## config.mk

```make
export PLATFORM = sky130hd
export DESIGN_NAME = bin_bcd_seq
export DESIGN_NICKNAME = d
export VERILOG_FILES = /design/src/rtl/bin_bcd_seq.sv
export SDC_FILE = /design/constraint.sdc
export NUM_CORES = 1
export LEC_CHECK = 0
export BUFFER_PORTS_ARGS = -buffer_cell sky130_fd_sc_hd__buf_2
export CAP_MARGIN = 20
export CORE_UTILIZATION = 60
export DETAILED_ROUTE_END_ITERATION = 7
export PLACE_DENSITY_LB_ADDON = 0.2
export SYNTH_ARGS = -nofsm -noshare
export SYNTH_HDL_FRONTEND = slang
export SYNTH_SLANG_ARGS = --single-unit
```

## constraint.sdc

```tcl
create_clock -name clk -period 2.5 [get_ports clk]
set_input_delay 0.25 -clock clk [delete_from_list [all_inputs] [get_ports clk]]
set_output_delay 0.25 -clock clk [all_outputs]
set_load 0.05 [all_outputs]
```

## src/rtl/bin_bcd_seq.sv

```systemverilog
// bin_bcd_seq: sequential binary-to-BCD converter using the shift-add-3
// (double dabble) method. It converts one binary bit per clock.
//
// It sits between the frequency counter's binary count register and the
// 7-segment display driver. The counter pulses start when its gate closes,
// and the display latches bcd when done is high.
//
// Parameters
//   BIN_W  : binary operand width (1..32)
//   DIGITS : number of BCD output digits (1..10)
//   CW     : width of the bit counter (derived; do not override)
//
// Ports
//   clk      : system clock, rising edge
//   rst_n    : asynchronous active-low reset
//   start    : conversion request, only sampled in IDLE
//   bin      : binary operand, captured on the edge that accepts start
//   busy     : high while in SHIFT or LOAD
//   done     : one-cycle pulse; bcd/overflow are updated in this cycle
//   bcd      : result digits, digit k at [4k+3:4k], digit 0 = ones
//   overflow : value did not fit in DIGITS digits (bcd = value mod 10^DIGITS)
//
// Latency: start accepted at edge E0 -> done high after edge E0+BIN_W+1.
// With start held high, back-to-back conversions repeat every BIN_W+2 cycles.
module bin_bcd_seq #(
  parameter int BIN_W  = 8,
  parameter int DIGITS = 3,
  parameter int CW     = $clog2(BIN_W + 1)
) (
  input  logic                  clk,
  input  logic                  rst_n,
  input  logic                  start,
  input  logic [BIN_W-1:0]      bin,
  output logic                  busy,
  output logic                  done,
  output logic [4*DIGITS-1:0]   bcd,
  output logic                  overflow
);

  localparam int DW = 4 * DIGITS;

  typedef enum logic [1:0] {
    IDLE  = 2'd0,
    SHIFT = 2'd1,
    LOAD  = 2'd2
  } state_t;

  state_t            state, state_nx;
  logic [BIN_W-1:0]  sr, sr_nx;
  logic [DW-1:0]     dig, dig_nx;
  logic [DW-1:0]     adj;
  logic [DW-1:0]     bcd_nx;
  logic              acc, acc_nx;
  logic              ovf_nx;
  logic              done_nx;
  logic              busy_nx;
  logic [CW-1:0]     cnt, cnt_nx;

  // Digit correction before each shift. A corrected digit of 5..9 becomes
  // 8..12, so the shift moves its top bit into the next digit. Digits are
  // never above 9 here, so the 4-bit add cannot wrap.
  function automatic logic [3:0] add3(input logic [3:0] d);
    return (d >= 4'd5) ? d + 4'd3 : d;
  endfunction

  always_comb begin
    adj = '0;
    for (int k = 0; k < DIGITS; k++) begin
      adj[4*k +: 4] = add3(dig[4*k +: 4]);
    end
  end

  // Next-state and datapath update
  always_comb begin
    state_nx = state;
    sr_nx    = sr;
    dig_nx   = dig;
    acc_nx   = acc;
    cnt_nx   = cnt;
    bcd_nx   = bcd;
    ovf_nx   = overflow;
    done_nx  = 1'b0;

    case (state)
      IDLE: begin
        if (start) begin
          sr_nx    = bin;
          dig_nx   = '0;
          acc_nx   = 1'b0;
          cnt_nx   = CW'(BIN_W);
          state_nx = SHIFT;
        end
      end

      SHIFT: begin
        // {digits, sr} shifts left by one. The bit leaving the top digit
        // means the value needs more than DIGITS digits, so it is
        // accumulated as overflow. The lower digits still form the correct
        // value mod 10^DIGITS because lower digits never depend on higher ones.
        dig_nx = {adj[DW-2:0], sr[BIN_W-1]};
        sr_nx  = sr << 1;
        acc_nx = acc | adj[DW-1];
        cnt_nx = cnt - CW'(1);
        if (cnt == CW'(1)) begin
          state_nx = LOAD;
        end
      end

      LOAD: begin
        bcd_nx   = dig;
        ovf_nx   = acc;
        done_nx  = 1'b1;
        state_nx = IDLE;
      end

      default: state_nx = IDLE;
    endcase

    // Registered decode of the next state, so busy falls on the same edge
    // that raises done.
    busy_nx = (state_nx != IDLE);
  end

  // State and output registers
  always_ff @(posedge clk or negedge rst_n) begin
    if (!rst_n) begin
      state    <= IDLE;
      sr       <= '0;
      dig      <= '0;
      acc      <= 1'b0;
      cnt      <= '0;
      bcd      <= '0;
      overflow <= 1'b0;
      done     <= 1'b0;
      busy     <= 1'b0;
    end else begin
      state    <= state_nx;
      sr       <= sr_nx;
      dig      <= dig_nx;
      acc      <= acc_nx;
      cnt      <= cnt_nx;
      bcd      <= bcd_nx;
      overflow <= ovf_nx;
      done     <= done_nx;
      busy     <= busy_nx;
    end
  end

endmodule

```

# After elaboration in Yosys (flattened, before gate mapping)
# Index checks and enable logic that the tools add are counted.
dict set report totals {
  n_memories 0
  romBits 0
  latch_bits 0
  ramBits 0
  wordCells 40
  in_bits 11
  register_bits 42
}
dict set report classes {
  add_sub_neg 4
  eq_ne 4
  n_mul 0
  div 0
  n_lt_le_gt_ge 3
  n_reduce_logical 4
  n_shift 0
  n_bitwise 1
  muxes 15
}
# cell n
set ops {}
lappend ops {{case mux 12 bit (2 select lines)} 1}
lappend ops {{two-way mux 4 bit} 4}
lappend ops {{case mux 8 bit (2 select lines)} 1}
lappend ops {{adder 4 x 2 -> 4 bit, second input constant} 3}
lappend ops {{>= comparator 4 x 3 -> 1 bit, second input constant} 3}
lappend ops {{two-way mux 12 bit} 1}
lappend ops {{two-way mux 8 bit} 1}
lappend ops {{case mux 4 bit (2 select lines)} 1}
lappend ops {{equality test 4 x 1 -> 1 bit, second input constant} 1}
lappend ops {{two-way mux 2 bit} 2}
lappend ops {{case mux 2 bit (2 select lines)} 1}
lappend ops {{nonzero test 2 bit} 2}
lappend ops {{subtractor 4 x 1 -> 4 bit, second input constant} 1}
lappend ops {{equality test 2 x 1 -> 1 bit, second input constant} 1}
lappend ops {{equality test 2 bit, second input constant} 1}
lappend ops {{logical NOT 2 bit} 1}
lappend ops {{two-way mux 1 bit} 2}
lappend ops {{inequality test 2 bit, second input constant} 1}
lappend ops {{case mux 1 bit (2 select lines)} 1}
lappend ops {{AND reduction 2 bit} 1}
lappend ops {{bitwise OR 1 bit} 1}

# Longest topological paths before layout
# Gate-level depths: netlist of run 1.
dict set report depth {
  word_depth 4
  depth_mapped 6
  mapped_depth_nobuf 6
}

# Least setup slack after synthesis of run 1
# OpenSTA, ideal clock, no wires.
dict set report synth_path {
  path_type {reg-to-reg}
  from {register dig[4]}
  to {register dig[6]}
  period_less_slack_ns 1.382
  stages_incl_launch_ff 7
  required_ns 2.379
  setup_ns 0.121
  arrival_time_ns 1.261
  n_path_buf 0
  setup_slack_ns 1.118
  path_cell_list {dfrtp_1 inv_1 ha_1 nand2b_1 a21oi_1 mux2i_1 a22o_1}
}
dict set report synth_via {
  elab_chain_cells 3
  word_cells_on_any_way 4
  classes_between {1 x add/sub; 1 x order compare; 2 x mux}
}
# item line_no
set synth_lines {}
lappend synth_lines {{start: declaration} 50} ;# logic [DW-1:0] dig, dig_nx;
lappend synth_lines {{start signal: assignment} 139} ;# dig <= dig_nx;
lappend synth_lines {{adder 4 x 2 -> 4 bit or >= comparator 4 x 3 -> 1 bit (tied branches)} 63} ;# return (d >= 4'd5) ? d + 4'd3 : d;
lappend synth_lines {{two-way mux 4 bit (*)} 63}
lappend synth_lines {{case mux 12 bit (2 select lines) (*)} 84} ;# case (state)
# Mark *: on every way between the ends. The rest lies on a longest branch, timed or not.
# A chain may end at the register's enable or synchronous reset.

# Worst setup path in the final report of run 1
dict set report layout_path {
  from {register state[0]}
  to {register bcd[7]}
}
dict set report layout_via {
  elab_chain_cells 1
}
# item line_no
set layout_lines {}
lappend layout_lines {{start: declaration} 48} ;# state_t state, state_nx;
lappend layout_lines {{start signal: assignment} 137} ;# state <= state_nx;
lappend layout_lines {{equality test 2 bit} 84}
lappend layout_lines {{end signal: assignment} 142} ;# bcd <= bcd_nx;
lappend layout_lines {{end: declaration} 36} ;# output logic [4*DIGITS-1:0] bcd,
# Every way passes these cells.

==> key figures, run 1 <==
Status
  • Run status: finished, final reports clean

Yosys
  • Sequential cell area fraction in the yosys report: 53.5%
  • Yosys reg bits: 42
  • EDFF count, synth: 0
  • Library cells used by synthesis: 34
  • Syn. warnings: 0
  • Synth area leaders: dfrtp_1 (53%), ha_1 (5.1%), o21ai_0 (4.8%)
  • Synthesized area: roughly 2000 µm²
  • Synth top area share: 53.5%
  • Commonest cells in the netlist: dfrtp_1 (42), o21ai_0 (19), a21oi_1 (14), inv_1 (10)
  • Avg Cell Area, Syn: roughly 11 µm²
  • Synth area leader: dfrtp_1
  • Ys flop type: dfrtp_1
  • Mapped Cells: 179
  • Net Count, Synth: 198
  • Ys async rst share: 100%
  • Most frequent cell after synthesis: dfrtp_1

Setup path
  • WP data arrival: 2.03 ns
  • CP startpoint kind: flip-flop
  • CP endpoint kind: flip-flop
  • Crit Path Category: reg -> reg
  • Crit path max fanout: 15
  • Required @ worst endpoint: between 2 and 3 ns

Place
  • # port buffers: 25
  • Post-Place Cells: 241
  • Final HPWL DP: ~2600 µm
  • Final RePlAce weighted congestion: around 0.79

Detailed routing
  • Routed wire length: between 3000 and 4000 µm
  • Vias: ~1400
  • DR iter-0 viols: 74
  • Antenna viol nets, final: 0
  • Routed vias/inst: around 5.8
  • Pre-antenna DRT Iters: 4
  • DRC viols: 0
  • WL/cell: about 15 µm

Job
  • Max-cap viol count: 0

Clock tree
  • Clock buffer depth: 2
  • Post-CTS Setup Repair Bufs: 0
  • CTS resizes: 0
  • Worst skew pair latency: approximately 0.34 ns
  • Clock Tree Root: clkbuf_4
  • Clock Sinks: 42
  • Num CTS Buffers: 5
  • CTS tree: done
  • Cts hold-fix bufs: 0
  • CTS clk-pin slew, worst paths: 0.11 ns
  • H-Tree Depth: 2

GRT
  • Gr ovfl total: 0
  • Vias in the first global route: around 1400
  • Largest net degree at the start of global routing: between 40 and 50
  • M1 GR Usage: approximately 32%
  • First-pass GRT wire length: between 6000 and 7000 µm
  • Met3 usage: ~7.2%
  • Initial antenna violation count: 0
  • GR Util All Layers: about a quarter
  • GRT busiest layer: met2
  • GR Layer Usage met2: between 30% and 40%

Timing
  • Worst-margin pin slew: ~0.9 ns
  • Final min period: 1.79 ns
  • Fin crit share: between 70 and 80%
  • Final hold violation count: 0
  • Slew margin rel.: between 40% and 50%
  • Achievable frequency: between 0.5 and 0.6 GHz
  • Clock skew: between 0.008 and 0.009 ns
  • RSZ-0062 raised after global routing: no
  • Slew Limit Fails: 0
  • Final setup viols: 0
  • Total negative slack: 0 ns

Power
  • Total chip power: 0.00272 W
  • PwrDens: approximately 1300 nW/µm²
  • Leakage power: about 1.1 nW
  • Peak supply drop: approximately 0.74 mV

Floorplan
  • # IOs: 26
  • Die width: 59.2 µm
  • Die footprint: roughly 3500 µm²
  • Core Area: 3080 µm²
  • Die height: ~59 µm
  • Row cnt: 20
  • Starting Density: between 60% and 70%

Layout
  • Layout cells sized above 1: between 20% and 30%
  • Layout Cells excl Fill: about 250
  • Nets: about 220
  • Diodes inserted: 0
  • Area growth from synthesis to layout: 9.61%

Min path
  • Hold WC Path Type: in -> async
## layout by cell type (no fill, tap or decap), drive strengths merged
cell,n
inv,10
ha,8
nor3b,2
and2b,8
or2,1
mux2i,3
nor2b,2
nor3,1
a22oi,7
xor2,1
a21oi,15
a32o,3
dfrtp,42
nand3b,1
clkinv,1
nand2,8
nor2,5
o22ai,5
buf,27
mux2,7
a22o,4
and3,1
o31ai,3
clkbuf,7
a31oi,1
o21ai,22
nand2b,5
xnor2,3
o32ai,1
## state kept, by name, summed over array words and instances (netlist names)
name and count:
busy 1, bcd 12, acc 1, cnt 4, done 1, overflow 1, state 2, dig 12
sr 8
## final cells by class
class                           instances  area, µm²
Clock buffer                            7       45.0
Fill cell                             240        923
Inverter                               11       46.3
Multi-Input combinational cell        117        817
Sequential cell                        42       1050
Tap cell                               44       55.1
Timing Repair Buffer                   27        140
## power by group
group / switching (W) / internal (W) / total (W)
Combinational: 0.000789 / 0.000479 / 0.00127
Clock: 0.000199 / 0.000106 / 0.000305
Sequential: 0.000217 / 0.000925 / 0.00114
Total: 0.00120 / 0.00151 / 0.00272
## worst paths after layout
kind,from,end,slack (ns),cells past startpoint
max in group asynchronous,rst_n,dig[4],1.93,1
hold / removal,rst_n,bcd[5],0.01,1
setup / recovery,state[0],bcd[7],0.71,3
hold reg to reg,bcd[9],bcd[9],0.48,2
setup reg to reg,state[0],bcd[7],0.71,3
min in group clk,bin[0],sr[0],0.19,3
## per-layer routing
layer  share of wire (%)  wire [µm]
met5                   0          0
met4                 1.2         46
met3                 3.3        122
met2                  51       1890
met1                  44       1640
## kinds of logic (layout without fill, tap and decap cells)
logic type / Yosys count / in the layout / share of synthesized area (%)
XOR/XNOR: 4 / 4 / 1.78
AO/OA/AOI/OAI: 61 / 61 / 19.1
buffers and inverters: 20 / 45 / 4.97
AND/OR/NAND/NOR: 34 / 34 / 10.1
adder cells (fa/ha/maj): 8 / 8 / 5.09
multiplexers: 10 / 10 / 5.54
flip-flops: 42 / 42 / 53.5
## critical path, cell delays in order (launching register included)
cell	delay, ns
dfrtp_1	0.64
nand2b_1	0.46
buf_4	0.25
mux2_2	0.34
## per-stage QoR
step	setup slack [ns]	utilization, %	hold WS, ns	cell area [µm²]
global route	0.587	70.0	0.0828	2150
detailed placement	0.743	68.5	0.426	2110
CTS	0.738	70.0	0.0416	2150
finish	0.714	70.0	0.0118	2150
floorplan	1.12	-	-0.0456	1970
global placement	0.813	68.5	0.411	2110
Note: power is estimated with default switching activity, not from simulation.
==> run 2: changes to the inputs <==
- CORE_UTILIZATION: 60 -> 56
- clock period: 2.5 -> 1.8 ns (I/O delays scaled with it)
==> run 2 against run 1 <==
Effect of this change:
- via count rose by 2.6%
- design area grew 3.9%
- global-route usage shrank 1.6 points
- worst setup slack worse by 0.58 ns
- routed wire length is 2.9% higher
- sequential share of layout area is 1.9 points lower
==> key figures, run 2 (synthesis gave the netlist of run 1 again) <==
Setup path
  • Worst r2r src: dig[4]
  • Crit Path Category: reg -> reg
  • CP Buf/Inv Count: 1 (unchanged)
  • CP startpoint kind: flip-flop
  • CP top delay family: compound AO/OA/AOI/OAI gates
  • Crit path max fanout: 4 (-11)
  • Crit path from: dig[4]
  • CP endpoint kind: flip-flop
  • Slowest CP cell: dfrtp_1
  • WP data arrival: 1.97 ns (-0.06 ns)
  • Required @ worst endpoint: 2.10 ns (-0.64 ns)
  • Worst-path cell chain: inv_1 -> ha_1 -> nand2b_1 -> a21oi_1 -> mux2i_1 -> a22o_1
  • Critical Path Max Stage Delay: 0.42 ns (-0.22 ns)

Detailed routing
  • Routed wire length: 3810 µm (+2.9%)
  • Met2 routed WL: 1850 µm (-2.1%)
  • DRC viols: 0 (unchanged)
  • Antenna viol nets, final: 0 (unchanged)
  • Routed vias/inst: 5.72 (-1.4%)
  • DR iter-0 viols: 56 (-24%)
  • Vias: 1475 (+2.6%)
  • DR top layer: met4
  • Routed wl met3: 180 µm (+48%)
  • WL/cell: 14.8 µm (-1.1%)
  • Pre-antenna DRT Iters: 4 (unchanged)
  • Wire length on met1: 1640 µm (unchanged)

Timing
  • Total negative slack: 0 ns (unchanged)
  • Slew margin rel.: 66.0% (+25 points)
  • Slew Limit Fails: 0 (unchanged)
  • Final hold slack: 0.0894 ns (+0.0776 ns)
  • Fin crit share: 92.8% (+21 points)
  • Clock skew: 0.00582 ns (-0.00277 ns)
  • Worst-margin pin slew: 0.509 ns (-0.380 ns)
  • Achievable frequency: 0.599 GHz (+6.9%)
  • Final hold violation count: 0 (unchanged)
  • Final setup viols: 0 (unchanged)
  • Final min period: 1.67 ns (-0.116 ns)
  • RSZ-0062 raised after global routing: no

Place
  • # port buffers: 25 (unchanged)
  • Final HPWL DP: 2780 µm (+7.4%)
  • Placed Area: 2170 µm² (+2.8%)
  • Final RePlAce weighted congestion: 0.783 (-0.63%)
  • Post-Place Cells: 249 (+3.3%)

Floorplan
  • Die height: 61.2 µm (+3.4%)
  • Row cnt: 21 (+5.0%)
  • Die footprint: 3750 µm² (+6.9%)
  • Starting Density: 58.9% (-5.0 points)
  • Core Area: 3340 µm² (+8.4%)
  • # IOs: 26 (unchanged)
  • Die width: 61.2 µm (+3.4%)

Layout
  • Top Registers: bcd (12), dig (12), sr (8)
  • Commonest non-fill, non-tap cells in the layout: dfrtp_1 (42), buf_2 (25), o21ai_0 (19)
  • Fin area: 2240 µm² (+3.9%)
  • Layout cells sized above 1: 24.1% (+3.0 points)
  • Util after Layout: 67.1% (-2.9 points)
  • Nets: 230 (+3.1%)
  • Commonest non-fill, non-tap cell in the layout: dfrtp_1
  • Layout Cells excl Fill: 258 (+4.0%)
  • Diodes inserted: 0 (unchanged)
  • Area growth from synthesis to layout: 13.9%

GRT
  • Vias in the first global route: 1404 (+0.57%)
  • Initial antenna violation count: 0 (unchanged)
  • First-pass GRT wire length: 6260 µm (-2.2%)
  • Largest net degree at the start of global routing: 23 (-47%)
  • Gr ovfl total: 0 (unchanged)
  • GR Util All Layers: 23.3% (-1.6 points)

Clock tree
  • CTS tree: done
  • Clock Tree Root: clkbuf_4
  • CTS resizes: 0 (unchanged)
  • Worst skew pair latency: 0.35 ns (about the same)
  • Post-CTS Setup Repair Bufs: 0 (unchanged)
  • Clock Sinks: 42 (unchanged)
  • CTS clk-pin slew, worst paths: 0.12 ns (about the same)
  • Cts hold-fix bufs: 1 (+1)
  • Clock buffer depth: 2 (unchanged)
  • Num CTS Buffers: 5 (unchanged)
  • H-Tree Depth: 2 (unchanged)

Power
  • Net Sw Frac: 43.8% (-0.55 points)
  • PwrDens: 1730 nW/µm² (+37%)
  • Pint: 0.00218 W (+44%)
  • NetSw: 0.00170 W (+41%)
  • Peak supply drop: 0.906 mV (+23%)
  • Combinational power share: 47.4% (+0.7 points)
  • Leakage power: 1.12 nW (+4.4%)
  • Seq pwr share: 40.1% (-2.0 points)
  • Clock power share: 12.4% (+1.2 points)

Min path
  • Hold WC Path Type: in -> reg
  • Source of the worst hold timing path: bin[7]

Job
  • Max-cap viol count: 0 (unchanged)

Status
  • Run status: finished, final reports clean
run 2: cell types whose count changed in the layout (fill, tap and decap cells not counted):
cell,previous run,this run
buf_12,0,1
dlygate4sd3_1,0,1
clkbuf_8,0,1
buf_4,2,7
clkbuf_1,2,1
clkinv_2,0,1
run 2: power groups by stage:
| stage | Combinational [W] | Sequential, W | Clock, W |
|---|---|---|---|
| after floorplan | 0.00108 | 0.00186 | 0 |
| final | 0.00184 | 0.00156 | 0.000483 |
| after detailed placement | 0.00183 | 0.00158 | 0 |
| after CTS | 0.00184 | 0.00156 | 0.000493 |
| after global placement | 0.00173 | 0.00154 | 0 |
| after global routing | 0.00202 | 0.00160 | 0.000536 |
run 2: worst reg2reg max path, cell delays in order, from the launching register on:
cell,delay [ns]
dfrtp_1,0.42
inv_1,0.15
ha_1,0.22
nand2b_1,0.07
a21oi_1,0.32
mux2i_1,0.28
a22o_1,0.15
run 2: per-layer routing:
metal,vias to the layer above,GRT usage (%)
met5,-,0
met4,0,15.3
met3,15,5.67
met2,52,37.4
met1,708,28.0
li1,700,-
run 2: worst paths after layout:
path	to	slack, ns	cells after the start
setup reg to reg	dig[6]	0.13	6
hold reg to reg	bcd[9]	0.50	2
min in group asynchronous	bcd[9]	0.32	2
setup / recovery	dig[6]	0.13	6
max in group asynchronous	bcd[1]	1.00	3
hold / removal	sr[7]	0.09	3
run 2: cell type report:
type | instances | area [µm²]
clock buffer | 7 | 55.1
clock inverter | 1 | 5.00
fill | 268 | 1100
inverter | 11 | 46.3
multi-input combinational | 117 | 817
sequential | 42 | 1050
tap | 46 | 57.6
timing repair buffer | 34 | 208
run 2: metrics by stage:
step / setup slack [ns] / total power (W)
2_1_floorplan: 0.418 / 0.00295
3_3_place_gp: 0.346 / 0.00327
3_5_place_dp: 0.215 / 0.00341
4_1_cts: 0.185 / 0.00389
5_1_grt: 0.0614 / 0.00416
6_report: 0.130 / 0.00388
